### src/rtl/mmio_sync_fifo.sv
// mmio_sync_fifo: circular-buffer FIFO behind host MMIO push/pop pulses.
// Every pop gets a registered one-cycle response. A pop on an empty FIFO
// returns zero data. The FIFO reports occupancy, full/empty/almost-full and
// sticky overflow/underflow errors, and supports a synchronous flush.
module mmio_sync_fifo #(
  parameter int WIDTH     = 64,
  parameter int DEPTH     = 16,
  parameter int AF_THRESH = 12,
  localparam int CW = $clog2(DEPTH + 1),
  localparam int PW = (DEPTH > 1) ? $clog2(DEPTH) : 1
) (
  input  logic             clk,
  input  logic             rst_n,
  input  logic             push,
  input  logic [WIDTH-1:0] wr_data,
  input  logic             pop,
  output logic [WIDTH-1:0] rd_data,
  output logic             rd_valid,
  input  logic             flush,
  input  logic             clr_err,
  output logic             full,
  output logic             empty,
  output logic             almost_full,
  output logic [CW-1:0]    count,
  output logic             overflow,
  output logic             underflow
);

  // Storage is never reset. The pointers and count alone decide which
  // entries are live.
  logic [WIDTH-1:0] mem [DEPTH];

  logic [PW-1:0]    wr_ptr_reg, wr_ptr_next;
  logic [PW-1:0]    rd_ptr_reg, rd_ptr_next;
  logic [CW-1:0]    count_reg, count_next;
  logic [WIDTH-1:0] rd_data_reg;
  logic             rd_valid_reg;
  logic             overflow_reg, overflow_next;
  logic             underflow_reg, underflow_next;

  logic full_int, empty_int;
  logic push_acc, pop_acc;
  logic ov_set, uf_set;

  // Advance a pointer, wrapping at DEPTH-1 (DEPTH need not be a power of two).
  function automatic logic [PW-1:0] ptr_inc(input logic [PW-1:0] p);
    return (p == PW'(DEPTH - 1)) ? '0 : p + PW'(1);
  endfunction

  // Status flags decode directly from the registered occupancy.
  always_comb begin
    full_int    = (count_reg == CW'(DEPTH));
    empty_int   = (count_reg == '0);
    full        = full_int;
    empty       = empty_int;
    almost_full = (count_reg >= CW'(AF_THRESH));
  end

  // Accept and reject decisions. A flush suppresses every push/pop effect.
  // A pop frees a slot, so a push on a full FIFO still succeeds when it
  // pairs with a pop.
  always_comb begin
    pop_acc  = pop && !empty_int && !flush;
    push_acc = push && (!full_int || pop_acc) && !flush;
    ov_set   = push && !flush && !push_acc;
    uf_set   = pop && !flush && empty_int;
  end

  // Next-state logic for the pointers, occupancy and sticky error flags.
  always_comb begin
    wr_ptr_next    = wr_ptr_reg;
    rd_ptr_next    = rd_ptr_reg;
    count_next     = count_reg;
    overflow_next  = overflow_reg;
    underflow_next = underflow_reg;

    if (flush) begin
      wr_ptr_next = '0;
      rd_ptr_next = '0;
      count_next  = '0;
    end else begin
      if (push_acc) wr_ptr_next = ptr_inc(wr_ptr_reg);
      if (pop_acc)  rd_ptr_next = ptr_inc(rd_ptr_reg);
      if (push_acc && !pop_acc)
        count_next = count_reg + CW'(1);
      else if (pop_acc && !push_acc)
        count_next = count_reg - CW'(1);
    end

    // If an error event and clr_err arrive together, the new event wins.
    if (clr_err) begin
      overflow_next  = 1'b0;
      underflow_next = 1'b0;
    end
    if (ov_set) overflow_next  = 1'b1;
    if (uf_set) underflow_next = 1'b1;
  end

  // State register for the pointers, occupancy and error flags.
  always_ff @(posedge clk) begin
    if (!rst_n) begin
      wr_ptr_reg    <= '0;
      rd_ptr_reg    <= '0;
      count_reg     <= '0;
      overflow_reg  <= 1'b0;
      underflow_reg <= 1'b0;
    end else begin
      wr_ptr_reg    <= wr_ptr_next;
      rd_ptr_reg    <= rd_ptr_next;
      count_reg     <= count_next;
      overflow_reg  <= overflow_next;
      underflow_reg <= underflow_next;
    end
  end

  // Storage write port.
  always_ff @(posedge clk) begin
    if (rst_n && push_acc)
      mem[wr_ptr_reg] <= wr_data;
  end

  // Registered read port. A full FIFO with push+pop has wr_ptr == rd_ptr;
  // the read samples the old head before the same-edge write lands.
  always_ff @(posedge clk) begin
    if (!rst_n) begin
      rd_data_reg  <= '0;
      rd_valid_reg <= 1'b0;
    end else begin
      rd_valid_reg <= pop_acc || uf_set;
      if (pop_acc)
        rd_data_reg <= mem[rd_ptr_reg];
      else if (uf_set)
        rd_data_reg <= '0;
    end
  end

  // Drive the outputs from the registered state.
  always_comb begin
    rd_data   = rd_data_reg;
    rd_valid  = rd_valid_reg;
    count     = count_reg;
    overflow  = overflow_reg;
    underflow = underflow_reg;
  end

endmodule

### config.mk
export PLATFORM = sky130hd
export DESIGN_NAME = mmio_sync_fifo
export DESIGN_NICKNAME = d
export VERILOG_FILES = /design/src/rtl/mmio_sync_fifo.sv
export SDC_FILE = /design/constraint.sdc
export NUM_CORES = 1
export LEC_CHECK = 0
export BUFFER_PORTS_ARGS = -buffer_cell sky130_fd_sc_hd__buf_2
export CAP_MARGIN = 30
export CORE_MARGIN = 3
export CORE_UTILIZATION = 40
export DETAILED_ROUTE_END_ITERATION = 6
export PLACE_DENSITY = 0.64
export SETUP_SLACK_MARGIN = 0.5
export SYNTH_ARGS = -nofsm -noshare
export SYNTH_HDL_FRONTEND = slang
export SYNTH_SLANG_ARGS = --single-unit
### constraint.sdc
create_clock -name clk -period 17.61 [get_ports clk]
set_clock_uncertainty 0.15 [all_clocks]
set_input_delay 2.6415 -clock clk [delete_from_list [all_inputs] [get_ports clk]]
set_output_delay 2.6415 -clock clk [all_outputs]
set_load 0.01 [all_outputs]
==> results.toml <==
[power_and_ir_drop]
switching_power_mw = 1.04
internal_power_mw = 4.19
pwr_density_cell_nw_per_um2 = 110
ir_drop_mv = 0.0710
power.leakage_nw = 14.7
p_sw_share_pct = 19.9
power_frac_seq_pct = 55.3
pwr-share-clk_pct = 42.6
pwr-share-comb_pct = 2.1

[floorplanning]
coreArea_sq_um = 103000
rows = 117
die_x_um = 329
io_pins = 145
start_util_pct = 40.6
die_area_sq_um = 108000
die_y_um = 329

[synth]
synth_compound_area_share_pct = 1.88
syn_nets = 1943
muxShareOfSynthArea_pct = 17.0
synth_top_area_share_pct = 73.6
synthesis.area_sq_um = 41800
yosys_warnings = 0
synthXorXnorAreaFrac_pct = 0.105
ys_types = 39
yosys.area_share.simple_pct = 1.69
avgSynthCellArea_sq_um = 22.4
synth_area_leader_cell = "edfxtp_1"
synth.area.top_cells = "edfxtp_1, mux4_2, dfxtp_1, mux2i_1, mux2_2"
synth_fa_ha_area_share_pct = 0.347
synth_top_family_by_area = "multiplexers"
syn_inst = 1862
synth-seq-area-share_pct = 77.6
ys_ff_latch = 1108

[clock_network]
cts_resized = 0
path_clk_slew_ns = 0.06
htree_levels = 3
cts_buffers = 108
cts_buffer_depth = 3
cts_tree = "built"
cts_setup_buffers = 0
cts-root-buf = "clkbuf_16"
ctsHoldBuffers = 0
clkLatencyLatePin_ns = 0.67
cts.sinks = 1108

[sta]
tns_ns = 0
period_minus_slack_ns = 5.23
clock.fmax_mhz = 191
slew-limit-headroom_pct = 32.9
rsz0062_at_grt = "no"
slew_violations = 0
fin_crit_sh_pct = 29.7
final-setup-viol-count = 0
hold_viol_final = 0
setup_ws_ns = 12.38
tightestPinTransition_ns = 1.01

[worst_setup_path]
start_kind = "input port"
path_depth = 7
cpPeakStageDelay_ns = 0.83
end_kind = "register"
path_delay_family = "simple AND/OR/NAND/NOR gates"
crit_start = "rst_n"
cpMaxStageDelayCell = "buf_4"
crit_end = "mem[13][5]"
path_common_cell = "nand2_1"
cp.required_ns = 17.74
crit_arrival_ns = 5.36
crit_type = "in2reg"
cp_num_buf_inv = 2
path_cells = "buf_2, nor2b_1, nand2_1, a21oi_1, nand2_1, nor2_4, buf_4"
worst_r2r_endpoint = "rd_data[46]"
reg2regPathDepth = 6
rrSetupSlack_ns = 13.72
path_max_fanout = 47

[final_layout]
syn2layout_area_growth_pct = 14.3
nNetsFinal = 2130
drive_gt1_share_pct = 32.1
final_core_util_pct = 46.5
nFillCells = 8492
largest_reg_flops = 1024

[route]
drt-total-wl_mm = 90.8
wl_per_cell_um = 25.9
via_per_inst = 5.49
top_layer_used = "met5"
wl_met2_mm = 45.8
dr.pass1.iters = 5
vias = 19300
m1WireLength_mm = 38.2
drt_iter0_markers = 1823
drc = 0
ant_nets = 0
route.met3.wl_mm = 5.16

[status]
status = "finished clean"

[placement]
io_buffers = 144
place_congestion = 0.724
preCtsSetupSlack_ns = 11.64
place_hpwl_mm = 48.9

[min_path]
hp-start = "rd_data[25]"
hold_path.class = "reg2reg"

[global_routing]
gr-total-overflow = 0
grt_pass1_wl_mm = 136
grt_usage_pct = 16.9
grt_pass1_vias = 20400
antenna_found_initial = 12
grt_max_degree = 136

[run]
max_cap_viol_count = 0
==> through the flow <==
stage	instances	power (mW)	instance area [sq um]	hold WS [ns]
after CTS	3509	5.28	47700	0.338
final	3514	5.23	47700	0.333
after global routing	3511	5.40	47700	0.357
after global placement	3300	3.05	44100	0.324
after floorplan	1862	2.99	41800	0.316
after detailed placement	3305	3.06	44200	0.322
==> cells in the mapped netlist, drive strengths merged <==
master and instances:
edfxtp 1024, mux4 252, dfxtp 84, mux2i 72
nor3 69, a221o 63, mux2 63, clkbuf 54
buf 50, nor2 28, nand2 25, inv 12
a21oi 10, ha 10, nand3 6, nand2b 5
nor4 4, o21ai 4, xor2 4, a311oi 3
and2 3, a31oi 2, a41oi 2, nor2b 2
nor4b 2, a21o 1, clkinv 1, fa 1
nand4 1, o21a 1, o32ai 1, or3 1
or4 1, xnor2 1
==> per-layer routing <==
| metal | up-vias | global-route usage, % |
|---|---|---|
| li1 | 8258 | - |
| met1 | 10400 | 23.2 |
| met2 | 558 | 28.3 |
| met3 | 125 | 3.08 |
| met4 | 6 | 3.80 |
| met5 | - | 0 |
==> worst min path at each step <==
stage                   to  slack, ns  cells after the start
2_1_floorplan     register       0.32                      1
3_3_place_gp    rd_data[4]       0.32                      1
3_5_place_dp    rd_data[4]       0.32                      1
4_1_cts        rd_data[25]       0.34                      1
5_1_grt         rd_data[7]       0.36                      1
6_report       rd_data[25]       0.33                      1
==> worst reg2reg max path, cell delays in order (launching register included) <==
cell	delay [ns]
dfxtp_4	0.73
buf_12	0.71
buf_4	0.92
mux4_2	0.62
mux2i_1	0.26
nor3_1	0.09
a221o_1	0.29
==> cell usage in the layout (no fill, tap or decap), types with 5 or more instances in the layout <==
| master | n |
|---|---|
| nor2_4 | 14 |
| nand2b_1 | 5 |
| a221o_1 | 63 |
| a21oi_1 | 10 |
| buf_4 | 27 |
| nor2_1 | 14 |
| edfxtp_1 | 1024 |
| ha_1 | 10 |
| clkbuf_1 | 28 |
| buf_2 | 144 |
| clkinv_2 | 29 |
| dfxtp_1 | 80 |
| inv_1 | 12 |
| bufinv_16 | 5 |
| clkinv_1 | 12 |
| nand2_1 | 24 |
| nor3_1 | 65 |
| mux2_2 | 63 |
| clkbuf_8 | 9 |
| mux4_2 | 252 |
| buf_12 | 6 |
| mux2i_1 | 72 |
| clkbuf_16 | 111 |
| nand3_1 | 6 |
==> final cells by class <==
| cell class | instances | area [sq um] | share of cell area [%] |
|---|---|---|---|
| Multi-Input combinational cell | 637 | 8920 | 18.7 |
| Sequential cell | 1108 | 32400 | 68.0 |
| Timing Repair Buffer | 181 | 1150 | 2.42 |
| Clock inverter | 56 | 449 | 0.941 |
| Inverter | 13 | 48.8 | 0.102 |
| Clock buffer | 148 | 3010 | 6.30 |
| Antenna cell | 3 | 7.51 | 0.0157 |
| Tap cell | 1368 | 1710 | 3.59 |
==> power by group through the flow <==
| stage | sequential [mW] | clock, mW | combinational, mW |
|---|---|---|---|
| after global routing | 2.89 | 2.39 | 0.119 |
| after CTS | 2.89 | 2.28 | 0.109 |
| after global placement | 2.95 | 0 | 0.103 |
| final | 2.89 | 2.23 | 0.108 |
| after detailed placement | 2.95 | 0 | 0.109 |
| after floorplan | 2.95 | 0 | 0.0422 |
==> kinds of logic (layout without fill, tap and decap cells) <==
family,after synthesis,in the layout
flops,1108,1108
mux,387,387
simple gates,147,147
buf+inv,117,398
compound gates,87,87
fa+ha+maj,11,11
xor+xnor,5,5
other cells,0,3
No activity file was read; power rests on OpenSTA's default activity.
